==> src/rtl/keccak_pkg.sv <==
// rtl/keccak_pkg.sv - shared Keccak padding types, domain-separator bytes and mode decode
package keccak_pkg;

  localparam int w = 64;

  typedef enum logic [1:0] {
    MODE_KECCAK    = 2'd0,
    MODE_SHA3      = 2'd1,
    MODE_SHAKE     = 2'd2,
    MODE_SHAKE_ALT = 2'd3
  } pad_mode_t;

  localparam logic [7:0] DS_KECCAK           = 8'h01;
  localparam logic [7:0] DS_SHA3             = 8'h06;
  localparam logic [7:0] DS_SHAKE            = 8'h1F;
  localparam logic [7:0] PAD_TERMINATOR_BYTE = 8'h80;

  typedef enum logic [1:0] {
    IDLE   = 2'd0,
    ABSORB = 2'd1,
    PAD    = 2'd2,
    DONE   = 2'd3
  } padder_state_t;

  // The spare encoding 2'b11 decodes as SHAKE.
  function automatic logic [7:0] ds_for_mode(input pad_mode_t mode);
    case (mode)
      MODE_KECCAK: return DS_KECCAK;
      MODE_SHA3:   return DS_SHA3;
      default:     return DS_SHAKE;
    endcase
  endfunction

endpackage

==> src/rtl/keccak_pad_word_builder.sv <==
// rtl/keccak_pad_word_builder.sv - combinational pad10*1 word former (keep k bytes, insert ds, OR terminator)
module keccak_pad_word_builder
  import keccak_pkg::*;
#(
  parameter int W  = 64,
  parameter int KW = $clog2(W/8) + 1
) (
  input  logic [W-1:0]  data,
  input  logic [KW-1:0] k,
  input  logic [7:0]    ds,
  input  logic          insert_ds,
  input  logic          block_end,
  output logic [W-1:0]  padded_word
);

  localparam int NB = W / 8;

  // Byte 0 is the most significant byte; the terminator lands in the last byte [7:0].
  always_comb begin
    padded_word = '0;
    for (int i = 0; i < NB; i++) begin
      if (KW'(i) < k) begin
        padded_word[W-1-8*i -: 8] = data[W-1-8*i -: 8];
      end else if ((KW'(i) == k) && insert_ds) begin
        padded_word[W-1-8*i -: 8] = ds;
      end
    end
    if (block_end) begin
      padded_word[7:0] = padded_word[7:0] | PAD_TERMINATOR_BYTE;
    end
  end

endmodule

==> src/rtl/keccak_stream_padder.sv <==
// rtl/keccak_stream_padder.sv - streaming multi-mode pad10*1 padder in front of the Keccak absorb datapath
module keccak_stream_padder
  import keccak_pkg::*;
#(
  parameter int W              = 64,
  parameter int MAX_RATE_WORDS = 21,
  localparam int RW            = $clog2(MAX_RATE_WORDS + 1),
  localparam int KW            = $clog2(W/8) + 1
) (
  input  logic          clk,
  input  logic          rst,
  input  logic          start,
  input  logic [1:0]    mode_i,
  input  logic [RW-1:0] rate_words_i,
  input  logic [W-1:0]  in_data,
  input  logic          in_valid,
  output logic          in_ready,
  input  logic          in_last,
  input  logic [KW-1:0] in_bytes,
  output logic [W-1:0]  out_data,
  output logic          out_valid,
  input  logic          out_ready,
  output logic          out_block_end,
  output logic          out_last
);

  localparam logic [KW-1:0] FULL_BYTES = KW'(W/8);
  localparam logic [RW-1:0] MAX_RATE   = RW'(MAX_RATE_WORDS);

  padder_state_t state_q, state_d;
  logic [RW-1:0] word_idx_q, word_idx_d;
  logic [RW-1:0] rate_q, rate_d;
  logic [7:0]    ds_q, ds_d;
  logic          ds_pending_q, ds_pending_d;
  logic [W-1:0]  out_data_q, out_data_d;
  logic          out_valid_q, out_valid_d;
  logic          out_block_end_q, out_block_end_d;
  logic          out_last_q, out_last_d;

  logic          load;
  logic          at_block_end;
  logic [RW-1:0] word_idx_next;
  logic [RW-1:0] rate_clamped;
  logic [KW-1:0] in_bytes_c;
  logic          last_partial;

  logic [W-1:0]  bld_data;
  logic [KW-1:0] bld_k;
  logic          bld_insert_ds;
  logic          bld_block_end;
  logic [W-1:0]  bld_word;

  assign load          = !out_valid_q || out_ready;
  assign at_block_end  = (word_idx_q == (rate_q - RW'(1)));
  assign word_idx_next = at_block_end ? '0 : (word_idx_q + RW'(1));
  assign rate_clamped  = ((rate_words_i == '0) || (rate_words_i > MAX_RATE)) ? MAX_RATE : rate_words_i;
  assign in_bytes_c    = (in_bytes > FULL_BYTES) ? FULL_BYTES : in_bytes;
  assign last_partial  = in_last && (in_bytes_c != FULL_BYTES);
  assign in_ready      = (state_q == ABSORB) && !start && load;

  // PAD feeds an all-zero word through the same builder; ABSORB only pads a short last word.
  always_comb begin
    bld_data      = in_data;
    bld_k         = FULL_BYTES;
    bld_insert_ds = 1'b0;
    bld_block_end = 1'b0;
    if (state_q == PAD) begin
      bld_data      = '0;
      bld_k         = '0;
      bld_insert_ds = ds_pending_q;
      bld_block_end = at_block_end;
    end else if (last_partial) begin
      bld_k         = in_bytes_c;
      bld_insert_ds = 1'b1;
      bld_block_end = at_block_end;
    end
  end

  keccak_pad_word_builder #(
    .W  (W),
    .KW (KW)
  ) u_builder (
    .data        (bld_data),
    .k           (bld_k),
    .ds          (ds_q),
    .insert_ds   (bld_insert_ds),
    .block_end   (bld_block_end),
    .padded_word (bld_word)
  );

  always_comb begin
    state_d         = state_q;
    word_idx_d      = word_idx_q;
    rate_d          = rate_q;
    ds_d            = ds_q;
    ds_pending_d    = ds_pending_q;
    out_data_d      = out_data_q;
    out_valid_d     = out_valid_q;
    out_block_end_d = out_block_end_q;
    out_last_d      = out_last_q;

    if (start) begin
      // Abandons whatever is in flight, including an un-acknowledged output word.
      state_d         = ABSORB;
      word_idx_d      = '0;
      ds_pending_d    = 1'b0;
      ds_d            = ds_for_mode(pad_mode_t'(mode_i));
      rate_d          = rate_clamped;
      out_valid_d     = 1'b0;
      out_block_end_d = 1'b0;
      out_last_d      = 1'b0;
    end else if (load) begin
      out_valid_d     = 1'b0;
      out_block_end_d = 1'b0;
      out_last_d      = 1'b0;
      case (state_q)
        ABSORB: begin
          if (in_valid) begin
            out_valid_d     = 1'b1;
            out_data_d      = bld_word;
            out_block_end_d = at_block_end;
            word_idx_d      = word_idx_next;
            if (in_last) begin
              if (last_partial) begin
                ds_pending_d = 1'b0;
                out_last_d   = at_block_end;
                state_d      = at_block_end ? DONE : PAD;
              end else begin
                // A full last word leaves no room: ds goes into the next generated word.
                ds_pending_d = 1'b1;
                state_d      = PAD;
              end
            end
          end
        end
        PAD: begin
          out_valid_d     = 1'b1;
          out_data_d      = bld_word;
          out_block_end_d = at_block_end;
          out_last_d      = at_block_end;
          ds_pending_d    = 1'b0;
          word_idx_d      = word_idx_next;
          if (at_block_end) begin
            state_d = DONE;
          end
        end
        default: begin
        end
      endcase
    end
  end

  always_ff @(posedge clk or posedge rst) begin
    if (rst) begin
      state_q         <= IDLE;
      word_idx_q      <= '0;
      rate_q          <= '0;
      ds_q            <= '0;
      ds_pending_q    <= 1'b0;
      out_data_q      <= '0;
      out_valid_q     <= 1'b0;
      out_block_end_q <= 1'b0;
      out_last_q      <= 1'b0;
    end else begin
      state_q         <= state_d;
      word_idx_q      <= word_idx_d;
      rate_q          <= rate_d;
      ds_q            <= ds_d;
      ds_pending_q    <= ds_pending_d;
      out_data_q      <= out_data_d;
      out_valid_q     <= out_valid_d;
      out_block_end_q <= out_block_end_d;
      out_last_q      <= out_last_d;
    end
  end

  assign out_data      = out_data_q;
  assign out_valid     = out_valid_q;
  assign out_block_end = out_block_end_q;
  assign out_last      = out_last_q;

endmodule
==> config.mk <==
export PLATFORM = sky130hd
export DESIGN_NAME = keccak_stream_padder
export DESIGN_NICKNAME = d
export VERILOG_FILES = /design/src/rtl/keccak_pkg.sv /design/src/rtl/keccak_pad_word_builder.sv /design/src/rtl/keccak_stream_padder.sv
export SDC_FILE = /design/constraint.sdc
export NUM_CORES = 1
export LEC_CHECK = 0
export CAP_MARGIN = 20
export CORE_ASPECT_RATIO = 0.9
export CORE_MARGIN = 3
export CORE_UTILIZATION = 40
export DETAILED_ROUTE_END_ITERATION = 10
export HOLD_SLACK_MARGIN = 0.05
export PLACE_DENSITY = 0.78
export SLEW_MARGIN = 20
export SYNTH_ARGS = -nofsm -noshare
export SYNTH_HDL_FRONTEND = slang
export SYNTH_SLANG_ARGS = --single-unit
==> constraint.sdc <==
create_clock -name clk -period 3.15 [get_ports clk]
set_input_delay 0.4725 -clock clk [delete_from_list [all_inputs] [get_ports clk]]
set_output_delay 0.4725 -clock clk [all_outputs]
set_load 0.05 [all_outputs]
Word-level counts from Yosys, hierarchy flattened:

Cells that the tools add are included.

* flip-flop bits (word level): 88
* latch bits: 0
* bits in writable memories: 0
* ROM bits: 0
* input port bits: 81
* logic and storage cells: 124
* memories: 0

* add/sub/neg operators: 2
* multipliers: 0
* divide/modulo/power cells: 0
* magnitude comparators: 10
* equal/unequal tests: 16
* shift-type cells: 0
* multiplexer cells: 61
* bitwise operators: 1
* reduce and logical (&&, ||, !) cells: 25

Operators with widths (count)
* 8-bit two-way mux: 17
* 64-bit two-way mux: 2
* 64-bit case mux with 2 select lines: 1
* 5-bit two-way mux: 5
* 1-bit two-way mux: 21
* 5-bit case mux with 2 select lines: 2
* 3-bit by 4-bit equality test with 1-bit output, first input constant: 4
* 3-bit by 4-bit less-than comparator with 1-bit output, first input constant: 4
* 4-bit two-way mux: 3
* 1-bit logical AND: 11
* 2-bit two-way mux: 5
* 3-bit != test, second input constant: 3
* 2-bit by 4-bit equality test with 1-bit output, first input constant: 2
* 1-bit by 4-bit less-than comparator with 1-bit output, first input constant: 2
* 2-bit by 4-bit less-than comparator with 1-bit output, first input constant: 2
* 1-bit case mux with 2 select lines: 4
* 4-bit AND reduction: 2
* 5-bit by 1-bit adder with 5-bit output, second input constant: 1
* 5-bit equality test: 1
* 5-bit > comparator, second input constant: 1
* 5-bit zero test: 1
* 5-bit AND reduction: 1
* 5-bit by 1-bit subtractor with 5-bit output, second input constant: 1
* 1-bit by 4-bit equality test with 1-bit output, first input constant: 1
* 14 further kinds: 18

Longest topological paths before layout:

* word-level depth: 13
* gate-level depth with buffers: 9
* gate-level depth less buffers: 7

By module:

Synthesis repeated with hierarchy kept, for this count alone.

* cells, all modules: 463
* area, all modules: 4794.6 µm²

Modules (own cells, without submodules)
* keccak_stream_padder: times used 1, cells an instance 329, area each 3886.2 µm², sequential area each 2077.0 µm²
* keccak_pad_word_builder: times used 1, cells an instance 134, area each 908.4 µm², sequential area each 0.0 µm²

Least setup slack after synthesis:

Ideal clock, no wire load.

* path type: register to register
* start: reg rate_q[0]
* end: reg word_idx_q[2]
* setup time: 124 ps
* arrival time: 1887 ps
* setup slack: 1139 ps
* stages on the path, launching flop included: 9
* clock period less this slack: 2011 ps
* cell sequence: dfrtp_1 -> inv_1 -> ha_1 -> nor2b_1 -> or3_1 -> a311oi_2 -> buf_6 -> nor3_2 -> a211o_1

* cells in the longest elaborated chain, start to end: 7

RTL lines
* from (decl): line keccak_stream_padder.sv:32 `logic [RW-1:0] rate_q, rate_d;`
* from (signal assigned): line keccak_stream_padder.sv:167 `rate_q <= rate_d;`
* 5-bit by 1-bit subtractor with 5-bit output *: line keccak_stream_padder.sv:54 `assign at_block_end = (word_idx_q == (rate_q - RW'(1)));`
* 5-bit equality test *: line keccak_stream_padder.sv:54
* 5-bit two-way mux *: line keccak_stream_padder.sv:55 `assign word_idx_next = at_block_end ? '0 : (word_idx_q + RW'(1));`
* 5-bit two-way mux: line keccak_stream_padder.sv:118 `if (in_valid) begin`
* 5-bit case mux with 2 select lines *: line keccak_stream_padder.sv:116 `case (state_q)`
* 5-bit two-way mux *: line keccak_stream_padder.sv:112 `end else if (load) begin`
* 5-bit two-way mux *: line keccak_stream_padder.sv:102 `if (start) begin`
* to (signal assigned): line keccak_stream_padder.sv:166 `word_idx_q <= word_idx_d;`
* to (decl): line keccak_stream_padder.sv:31 `logic [RW-1:0] word_idx_q, word_idx_d;`

Mark *: on every way between the ends. The rest lies on a longest branch, timed or not. The select of a mux whose other input is x is not followed.
A chain may end at the register's enable or synchronous reset.

Final worst setup path:

* start: reg state_q[0]
* end: reg state_q[0]

* cells in the longest elaborated chain, start to end: 4
* elaborated cells between the ends (all ways): 10
* those cells by class: eq/ne: 5; mux: 3; reduce/logical: 2

RTL lines
* from (decl): line keccak_stream_padder.sv:30 `padder_state_t state_q, state_d;`
* from (signal assigned): line keccak_stream_padder.sv:165 `state_q <= state_d;`
* 2-bit equality test or 2-bit by 1-bit equality test with 1-bit output (tied branches): line keccak_stream_padder.sv:116
* 2-bit case mux with 2 select lines: line keccak_stream_padder.sv:116
* 2-bit two-way mux: line keccak_stream_padder.sv:112
* 2-bit two-way mux: line keccak_stream_padder.sv:102

Parallel ways exist; a longest one is shown, timed or not. The select of a mux whose other input is x is not followed.

==> impl_metrics.tcl <==
set metrics [dict create \
    clock-sinks 83 \
    reg2reg_from "state_q[0]" \
    die-area_sq_mm 0.0111 \
    fin_tns_setup_ns 0 \
    dr.pass1.iters 4 \
    drtIter0Drc 235 \
    period_minus_slack_ns 2.46 \
    final.period_utilization 0.782 \
    r2r-end "state_q[0]" \
    swShare 0.494 \
    clk_pin_slew_ns 0.09 \
    cp.buffers_inverters 2 \
    post-dp-hpwl_mm 8.74 \
    arrival_ns 2.68 \
    synth_area_sq_mm 0.00393 \
    fmax_mhz 406 \
    synth_edf_count 0 \
    synth_area_leader_cell "dfrtp_1" \
    route.detailed.drc 0 \
    nNetsFinal 648 \
    ir_worst_vdd_mv 0.577 \
    path_depth 8 \
    run_status "completed" \
    critPathKind "reg -> reg" \
    synthToLayoutAreaGrowth_pct 46.5 \
    cp_slowest_cell "ha_1" \
    finalWirelength_mm 11.7 \
    n_antenna_cell 0 \
    mappedNetlistNets 506 \
    rows 33 \
    grt_max_degree 58 \
    avgSynthCellArea_sq_um 9.33 \
    grt_pass1_wl_mm 18.8 \
    hold_class "reg -> reg" \
    synth_ff_type "dfrtp_1" \
    pin_count 149 \
    skew_ns 0.0150 \
    pwr-share-clk 0.132 \
    end_kind "flip-flop" \
    gp_congestion 0.786 \
    vias 3769 \
    htreeDepth 3 \
    portBuffers 148 \
    hold_buffers 0 \
    p_int_mw 3.09 \
    start_util 0.421 \
    cts.path.max_buffers 2 \
    grt.overflow.total 0 \
    synth-seq-area-share 0.528 \
    max-cap-violations 0 \
    crit_start "state_q[0]" \
    cpPeakStageDelay_ns 0.57 \
    synth-async-reset-ratio 1.00 \
    insertion_delay_ns 0.36 \
    yosys_warnings 0 \
    core-area_sq_mm 0.00933 \
    crit_path_end "state_q[0]" \
    grt_pass1_vias 3664 \
    post_cts_resize_count 0 \
    p_switching_mw 3.02 \
    root_buffer "clkbuf_8" \
    power_frac_seq 0.292 \
    pwr_density_cell_mw_per_mm2 1060 \
    die_w_um 110 \
    r2r_slack_ns 0.69 \
    power.leakage_nw 2.45 \
    reg2reg_depth 8 \
    slew_viol_final 0 \
    final_antenna_net_count 0 \
    tightest_slew_ns 0.823 \
    ys_types 53 \
    setup_viol_count_final 0 \
    die_h_um 100 \
    tritoncts "done" \
    combPwrFrac 0.575 \
    netlist.area_leader.share 0.528 \
    vias_per_cell 5.46 \
    cpMostUsedCell "a21oi_1" \
    routedWlPerCell_um 17.0 \
    rsz0062_at_grt "no" \
    startpoint_type "flip-flop" \
    path_cells "inv_1, ha_1, mux2_2, a21oi_1, buf_4, o21bai_1, a2111oi_0, a21oi_1" \
    antenna_found_initial 0 \
    synth.ff_latch_count 83 \
    crit_required_ns 3.37 \
    yosys-top-cells-area "dfrtp_1 (53%), nand2_1 (6.2%), nor2_1 (6.0%), a221oi_1 (3.8%), a21oi_1 (3.1%)" \
    crit_family "compound AO/OA/AOI/OAI gates" \
    hold_viol 0 \
    gr-usage-all-layers 0.212 \
    cts_setup_buffers 0 \
    drive_gt1_frac 0.0775 \
    cp_max_fo 19 \
    slew-limit-headroom 0.451 \
    syn_inst 421 \
    whs_ns 0.475 \
    cts_made_buffers 9 \
]
sequential cells by signal, summed over array words and instances (netlist names):
register / flops
out_block_end: 1
out_data: 64
word_idx_q: 5
out_last: 1
ds_pending_q: 1
state_q: 2
out_valid: 1
rate_q: 5
ds_q: 3
per-stage QoR:
step | instances | worst slack (ns) | power, mW | cell area [sq um] | utilization
4_1_cts | 690 | 0.737 | 6.13 | 5760 | 0.617
3_3_place_gp | 674 | 0.736 | 5.25 | 5550 | 0.595
6_report | 690 | 0.687 | 6.10 | 5760 | 0.617
5_1_grt | 690 | 0.445 | 6.43 | 5760 | 0.617
3_5_place_dp | 674 | 0.658 | 5.32 | 5550 | 0.595
2_1_floorplan | 421 | 0.541 | 4.09 | 3930 | -
layer usage:
| metal | up-vias | wire length (um) | global-route usage |
|---|---|---|---|
| met2 | 140 | 5630 | 0.352 |
| met3 | 15 | 852 | 0.0615 |
| met5 | - | 0 | 0 |
| li1 | 1772 | - | - |
| met4 | 0 | 204 | 0.0625 |
| met1 | 1842 | 5050 | 0.272 |
cell type report:
cell class | count | area, sq um
clock buffers | 10 | 138
clock inverters | 6 | 68.8
fillers | 831 | 3580
inverters | 11 | 42.5
multi-input cells | 301 | 1710
flip-flops and latches | 83 | 2080
well taps | 122 | 153
repair buffers | 157 | 1570
worst min-delay path, cell delays in order, from the launching register on:
cell and delay, ns:
dfrtp_1 0.35, nand2_1 0.05, nand2_1 0.05
worst min path at each step:
stage	start	end	slack (ns)	cells past startpoint
global placement	out_data[54]	out_data[54]	0.45	2
detailed placement	out_data[55]	out_data[55]	0.46	2
floorplan	ds_pending_q	ds_pending_q	0.44	2
CTS	out_data[55]	out_data[55]	0.48	2
global route	out_data[54]	out_data[54]	0.49	2
finish	out_data[55]	out_data[55]	0.48	2
logic make-up after synthesis:
| kind of cell | share of synthesized area |
|---|---|
| adders and majority gates | 0.0127 |
| buffers and inverters | 0.0407 |
| muxes | 0.00573 |
| xor gates and xnor gates | 0.0111 |
| DFF | 0.528 |
| and+or+nand+nor | 0.231 |
| AOI/OAI and AO/OA | 0.170 |
placed cells by master, fill, tap and decap left out, types with 3 or more instances in the layout:
cell type / count
inv_6: 3
and2_1: 6
nor2b_1: 5
dfrtp_1: 83
a21oi_1: 24
nor4_1: 3
xnor2_1: 3
nor2_1: 63
buf_4: 8
a221oi_1: 17
ha_1: 4
nor3_1: 5
nand2b_1: 4
o22a_1: 5
inv_1: 10
clkdlybuf4s50_1: 147
nand3_1: 19
o21ai_0: 14
or2_2: 3
a31oi_1: 11
clkbuf_8: 10
nand3b_1: 5
nand2_1: 65
a22o_1: 7
synthesized netlist by cell type (all sizes together), types with 4 or more instances:
library cell / n
a21oi: 25
a221oi: 17
a22o: 7
a31oi: 11
and2: 6
buf: 8
clkbuf: 18
dfrtp: 83
ha: 4
inv: 11
nand2: 65
nand2b: 4
nand3: 19
nand3b: 5
nor2: 63
nor2b: 5
nor3: 7
o21ai: 15
o22a: 6
power by group through the flow:
stage	Clock [mW]	Combinational [mW]	Sequential, mW
after detailed placement	0	3.52	1.80
after floorplan	0	1.00	3.09
after global routing	0.865	3.73	1.83
final	0.809	3.51	1.78
after CTS	0.818	3.53	1.78
after global placement	0	3.46	1.79
No activity file was read; power rests on OpenSTA's default activity.
